## src/rtl/mem_arb_pkg.sv

```systemverilog
// Shared definitions for the memory port arbiter: cpustate encodings, FSM states,
// requester indices and small helpers used by the arbiter and its picker.
package mem_arb_pkg;

  localparam logic [1:0] CS_IDLE  = 2'b00;
  localparam logic [1:0] CS_IN    = 2'b01;
  localparam logic [1:0] CS_CHECK = 2'b10;
  localparam logic [1:0] CS_RUN   = 2'b11;

  localparam int NPORT = 3;

  localparam logic [1:0] P_CPU = 2'd0;
  localparam logic [1:0] P_CHK = 2'd1;
  localparam logic [1:0] P_LD  = 2'd2;

  typedef enum logic [1:0] {
    ST_IDLE  = 2'd0,
    ST_ISSUE = 2'd1,
    ST_RDATA = 2'd2
  } arb_state_e;

  // Bit positions follow the port indices: {ld, chk, cpu}.
  function automatic logic [NPORT-1:0] elig_mask(input logic [1:0] cs);
    logic [NPORT-1:0] m;
    case (cs)
      CS_IN:    m = 3'b100;
      CS_CHECK: m = 3'b010;
      CS_RUN:   m = 3'b011;
      default:  m = 3'b000;
    endcase
    return m;
  endfunction

  function automatic logic [1:0] onehot_to_idx(input logic [NPORT-1:0] oh);
    logic [1:0] idx;
    if (oh[P_LD])       idx = P_LD;
    else if (oh[P_CHK]) idx = P_CHK;
    else                idx = P_CPU;
    return idx;
  endfunction

  // Cyclic successor in the order cpu -> chk -> ld -> cpu.
  function automatic logic [1:0] rr_next(input logic [1:0] p);
    return (p == P_LD) ? P_CPU : p + 2'd1;
  endfunction

endpackage

```

## src/rtl/rr_pick3.sv

```systemverilog
// Combinational three-way picker producing a one-hot winner. Rotating priority after
// the last-granted index when MEM_ARB_RR_EN is defined, fixed cpu > chk > ld otherwise.
module rr_pick3
  import mem_arb_pkg::*;
(
  input  logic [NPORT-1:0] req,
  input  logic [1:0]       last,
  output logic [NPORT-1:0] win
);

`ifdef MEM_ARB_RR_EN
  logic [1:0] first_idx;
  logic [1:0] second_idx;
  logic [1:0] third_idx;

  always_comb begin
    first_idx  = rr_next(last);
    second_idx = rr_next(first_idx);
    third_idx  = rr_next(second_idx);
    win        = '0;
    if (req[first_idx])       win[first_idx]  = 1'b1;
    else if (req[second_idx]) win[second_idx] = 1'b1;
    else if (req[third_idx])  win[third_idx]  = 1'b1;
  end
`else
  // Lower index wins: a port is granted only if no lower-indexed port requests.
  for (genvar gi = 0; gi < NPORT; gi++) begin : g_fixed
    localparam logic [NPORT-1:0] HIGHER = (3'b1 << gi) - 3'b1;
    assign win[gi] = req[gi] & ~|(req & HIGHER);
  end

  logic unused_last;
  assign unused_last = ^last;
`endif

endmodule

```

## src/rtl/mem_port_arbiter.sv

```systemverilog
// Serialises cpu, loader and checker accesses onto the single synchronous memory port.
// MEM_ARB_RR_EN selects rotating priority; undefined gives fixed cpu > chk > ld.
module mem_port_arbiter
  import mem_arb_pkg::*;
#(
  parameter int AW = 16,
  parameter int DW = 8
) (
  input  logic          clk,
  input  logic          rst,
  input  logic [1:0]    cpustate,
  input  logic          cpu_req,
  input  logic          ld_req,
  input  logic          chk_req,
  input  logic          cpu_we,
  input  logic          ld_we,
  input  logic [AW-1:0] cpu_addr,
  input  logic [AW-1:0] ld_addr,
  input  logic [AW-1:0] chk_addr,
  input  logic [DW-1:0] cpu_wdata,
  input  logic [DW-1:0] ld_wdata,
  output logic          cpu_gnt,
  output logic          ld_gnt,
  output logic          chk_gnt,
  output logic          cpu_rvalid,
  output logic          chk_rvalid,
  output logic          ld_rvalid,
  output logic [DW-1:0] rdata,
  output logic          mem_rd,
  output logic          mem_wr,
  output logic [AW-1:0] mem_addr,
  output logic [DW-1:0] mem_wdata,
  input  logic [DW-1:0] mem_rdata,
  output logic          busy
);

  arb_state_e state_reg, state_next;

  logic [1:0]       id_reg;
  logic             we_reg;
  logic [AW-1:0]    addr_reg;
  logic [DW-1:0]    wdata_reg;
  logic [DW-1:0]    rdata_reg;

  logic [NPORT-1:0] req_vec;
  logic [NPORT-1:0] win_vec;
  logic [1:0]       win_idx;
  logic [1:0]       last_idx;
  logic             pick;

  logic             win_we;
  logic [AW-1:0]    win_addr;
  logic [DW-1:0]    win_wdata;

  logic [NPORT-1:0] gnt_vec;
  logic [NPORT-1:0] rvalid_vec;

  assign req_vec = {ld_req, chk_req, cpu_req} & elig_mask(cpustate);
  assign pick    = (state_reg == ST_IDLE) && (|req_vec);
  assign win_idx = onehot_to_idx(win_vec);

`ifdef MEM_ARB_RR_EN
  logic [1:0] last_reg;

  assign last_idx = last_reg;
`else
  assign last_idx = P_LD;
`endif

  rr_pick3 u_pick (
    .req  (req_vec),
    .last (last_idx),
    .win  (win_vec)
  );

  // Command fields of the winner; the checker port is read-only.
  always_comb begin
    win_we    = 1'b0;
    win_addr  = cpu_addr;
    win_wdata = cpu_wdata;
    case (win_idx)
      P_CPU: begin
        win_we    = cpu_we;
        win_addr  = cpu_addr;
        win_wdata = cpu_wdata;
      end
      P_CHK: begin
        win_we    = 1'b0;
        win_addr  = chk_addr;
        win_wdata = '0;
      end
      P_LD: begin
        win_we    = ld_we;
        win_addr  = ld_addr;
        win_wdata = ld_wdata;
      end
      default: ;
    endcase
  end

  always_ff @(posedge clk) begin
    if (rst) begin
      state_reg <= ST_IDLE;
      id_reg    <= P_CPU;
      we_reg    <= 1'b0;
      addr_reg  <= '0;
      wdata_reg <= '0;
      rdata_reg <= '0;
`ifdef MEM_ARB_RR_EN
      last_reg  <= P_LD;
`endif
    end else begin
      state_reg <= state_next;
      if (pick) begin
        id_reg    <= win_idx;
        we_reg    <= win_we;
        addr_reg  <= win_addr;
        wdata_reg <= win_wdata;
      end
      if (state_reg == ST_RDATA) begin
        rdata_reg <= mem_rdata;
      end
`ifdef MEM_ARB_RR_EN
      if (state_reg == ST_ISSUE) begin
        last_reg <= id_reg;
      end
`endif
    end
  end

  always_comb begin
    state_next = state_reg;
    gnt_vec    = '0;
    rvalid_vec = '0;
    mem_rd     = 1'b0;
    mem_wr     = 1'b0;
    case (state_reg)
      ST_IDLE: begin
        if (pick) state_next = ST_ISSUE;
      end
      ST_ISSUE: begin
        gnt_vec    = 3'b001 << id_reg;
        mem_wr     = we_reg;
        mem_rd     = ~we_reg;
        state_next = we_reg ? ST_IDLE : ST_RDATA;
      end
      ST_RDATA: begin
        rvalid_vec = 3'b001 << id_reg;
        state_next = ST_IDLE;
      end
      default: state_next = ST_IDLE;
    endcase
    // Reset kills the access in flight, including a read's rvalid.
    if (rst) begin
      gnt_vec    = '0;
      rvalid_vec = '0;
      mem_rd     = 1'b0;
      mem_wr     = 1'b0;
    end
  end

  assign cpu_gnt    = gnt_vec[P_CPU];
  assign chk_gnt    = gnt_vec[P_CHK];
  assign ld_gnt     = gnt_vec[P_LD];
  assign cpu_rvalid = rvalid_vec[P_CPU];
  assign chk_rvalid = rvalid_vec[P_CHK];
  assign ld_rvalid  = rvalid_vec[P_LD];

  // The memory's output register is forwarded in the RDATA cycle and held afterwards.
  assign rdata     = (|rvalid_vec) ? mem_rdata : rdata_reg;
  assign mem_addr  = addr_reg;
  assign mem_wdata = wdata_reg;
  assign busy      = (state_reg != ST_IDLE);

endmodule

```

## config.mk

```make
export PLATFORM = sky130hd
export DESIGN_NAME = mem_port_arbiter
export DESIGN_NICKNAME = d
export VERILOG_FILES = /design/src/rtl/mem_arb_pkg.sv /design/src/rtl/rr_pick3.sv /design/src/rtl/mem_port_arbiter.sv
export SDC_FILE = /design/constraint.sdc
export NUM_CORES = 1
export LEC_CHECK = 0
export ABC_AREA = 1
export ABC_CLOCK_PERIOD_IN_PS = 1800
export CAP_MARGIN = 40
export CORE_AREA = 3 3 72 74
export DETAILED_ROUTE_END_ITERATION = 10
export DIE_AREA = 0 0 75 77
export DONT_BUFFER_PORTS = 1
export PLACE_DENSITY = 0.75
export SETUP_SLACK_MARGIN = 0.05
export SYNTH_ARGS = -nofsm -noshare
export SYNTH_HDL_FRONTEND = slang
export SYNTH_HIERARCHICAL = 1
export SYNTH_SLANG_ARGS = --single-unit
```

## constraint.sdc

```tcl
create_clock -name clk -period 1.8 [get_ports clk]
set_input_delay 0.09 -clock clk [delete_from_list [all_inputs] [get_ports clk]]
set_output_delay 0.09 -clock clk [all_outputs]
set_load 0.02 [all_outputs]
```

==> run summary <==
STA classifies the critical path startpoint as a flip-flop. The worst-case IR drop observed on VDD is 0.000543 V. CTS saw 37 sinks. The final period demand of the worst path came out at 1.63 ns. The startpoint identified for the worst register-to-register timing path is state_reg[0]. The die boundary height is 77 µm, and the worst hold margin is 0.0154 ns. Final count of hold timing violations: 0. After detailed placement, the design holds a cell count of 411. STA classifies the critical path endpoint as a primary output.

Clock tree root driver cell: clkbuf_8. For the post-synth design cell area, the log shows 0.00228 mm². The number of antenna diodes in the final layout is 0. 122 I/O pins were placed.

The total number of vias was 2188. Static timing analysis puts the maximum clock frequency at 0.615 GHz. Final RePlAce weighted congestion: 0.918. TritonCTS built the clock tree. Setup violations remaining at the end of the flow were counted as 0. For the layout net count, the log shows 453.

Dividing the detail-routed wire length by the instance count gives 12.6 µm. The final setup TNS was 0 ns; the average footprint of a synthesized cell was 6.32 µm². In this run the most critical hold path is launched from mem_rdata[3].

The cell area power density was 881 mW/mm²; the first-pass iteration count of the detailed router was 4. The total CTS buffers came out at 5. The detailed router finished its first iteration with 47 violations.

The layout has 501 filler cells. The area growth from synthesis to layout is 9.98%. The class of the most critical hold timing path is in -> reg. The initialized floorplan defines 25 standard-cell rows. The CTS clock-pin slew for the worst setup and hold paths works out to 0.07 ns.

Setup repair after global routing left no endpoint under its margin. Max-slew violation count: 0. The Yosys warning count was 6.

The top fanout value on the critical path is 10, and the HPWL after detailed placement is 3.91 mm. Setup slack on the critical path of the routed design comes to 0.175 ns. The post-CTS setup buffer count came out at 0. Port buffering added 0 buffers.

The tools report the effective utilization at floorplan as 48.9%. The kind of critical path was reg -> out. The via count of the first global-routing pass is 1865. The flip-flop count of the largest register, all copies and words added is 16. After technology mapping, the gate count stands at 361. The run finished with clean final reports. Before CTS, the worst setup slack after placement is 0.410 ns. The first-pass GRT wire length was 8.15 mm. The most critical setup path has its startpoint at id_reg[1]. The logs give 0 for the number of antenna violations at the first check in global routing and 5.40 mm for the final routed wirelength across all metal layers. Dividing the detail-routed via count by the number of cells gives 5.12.

For this run, design rule violations remaining after detail routing come to 0. The analysis attributes to cell leakage a power of 1.32 nW. Entering global routing, the biggest net connects 36 pins. The overall die width is 75 µm, and the floorplan core area is 0.00466 mm². The ratio of cells with drive above 1 in the final layout is 14.2%, and the number of antenna-violating nets in the routed design is 0. The level count of the clock H-tree came out at 2.

After layout, the worst path uses 90.3% of the clock period. The number of nets handed over by synthesis was 442. For the pin with the worst max-slew slack, the measured transition is 0.462 ns.

The tools report the required time of the critical path as 1.71 ns. The tool flagged a number of max-cap violations equal to 0. The run gives 0.28 ns as the clock latency on the worst-skew pair. The floorplan step defined a die boundary enclosing 0.00578 mm². STA puts the critical path data arrival time at 1.54 ns. The tools report the maximum buffer depth of the clock tree as 2.

The logs give 69.2% for the relative max-transition margin and 0 for the global route total overflow. The worst setup skew after layout was 0.00273 ns. Global routing used 17.9% of the available tracks. For the number of standard cells in the layout, taps in and fillers out, the log shows 427.
-- repair_timing --
action,in CTS,in global routing
hold endpoints to repair,8,0
hold buffers,8,0
gates resized for setup,0,3
setup endpoints to repair,0,8
-- worst paths after layout --
check / endpoint / slack (ns) / cells after the start
worst max register to register: mem_addr[5] / 0.43 / 4
worst min register to register: state_reg[1] / 0.48 / 1
worst min-delay path: rdata_reg[3] / 0.02 / 2
worst max-delay path: rdata[0] / 0.17 / 6
-- per-stage QoR --
step / util (%) / cell area [µm²] / total power, mW
detailed placement: 49.1 / 2290 / 1.47
global placement: 49.1 / 2290 / 1.46
finish: 53.8 / 2510 / 2.21
CTS: 53.4 / 2490 / 2.23
global route: 53.8 / 2510 / 2.35
floorplan: - / 2280 / 1.42
-- layout by cell type, fill, tap and decap left out --
cell,instances
dfxtp_1,37
nor4_1,2
nor2_2,2
nor3_1,1
nand3_1,26
inv_1,38
nor2_8,2
nor2_1,69
nand3_2,10
clkinvlp_4,1
nand3b_1,1
inv_4,1
nand2_4,2
dlygate4sd3_1,8
a21oi_1,19
o21ai_0,8
bufinv_16,1
nand2_2,10
nand3_4,2
inv_2,2
nand2_1,111
clkbuf_8,6
buf_4,14
-- final cells by class --
type | instances | area [µm²] | area share [%]
Clock buffer | 6 | 82.6 | 3.29
Clock inverter | 2 | 37.5 | 1.50
Inverter | 41 | 156 | 6.23
Multi-Input combinational cell | 265 | 1240 | 49.4
Sequential cell | 37 | 741 | 29.5
Tap cell | 54 | 67.6 | 2.69
Timing Repair Buffer | 22 | 185 | 7.38
-- worst max-delay path: stages (launching register included) --
cell and delay, ns:
dfxtp_1 0.38, inv_1 0.11, nor2_1 0.20, nand3_4 0.17, nand2_4 0.14, nand2_1 0.07, nand2_1 0.17
-- layer usage --
metal	up-vias	wire [µm]	GRT usage [%]	share of wire, %
li1	1127	-	-	-
met1	973	2220	20.1	41
met2	86	2660	30.8	49
met3	2	498	6.68	9.2
met4	0	25	5.16	0.46
met5	-	0	0	0
-- report_power, final --
group	internal (mW)	switching [mW]	total, mW
Sequential	0.899	0.131	1.03
Combinational	0.157	0.280	0.437
Clock	0.450	0.294	0.744
Total	1.51	0.704	2.21
Power figures use the tool's default switching activity.
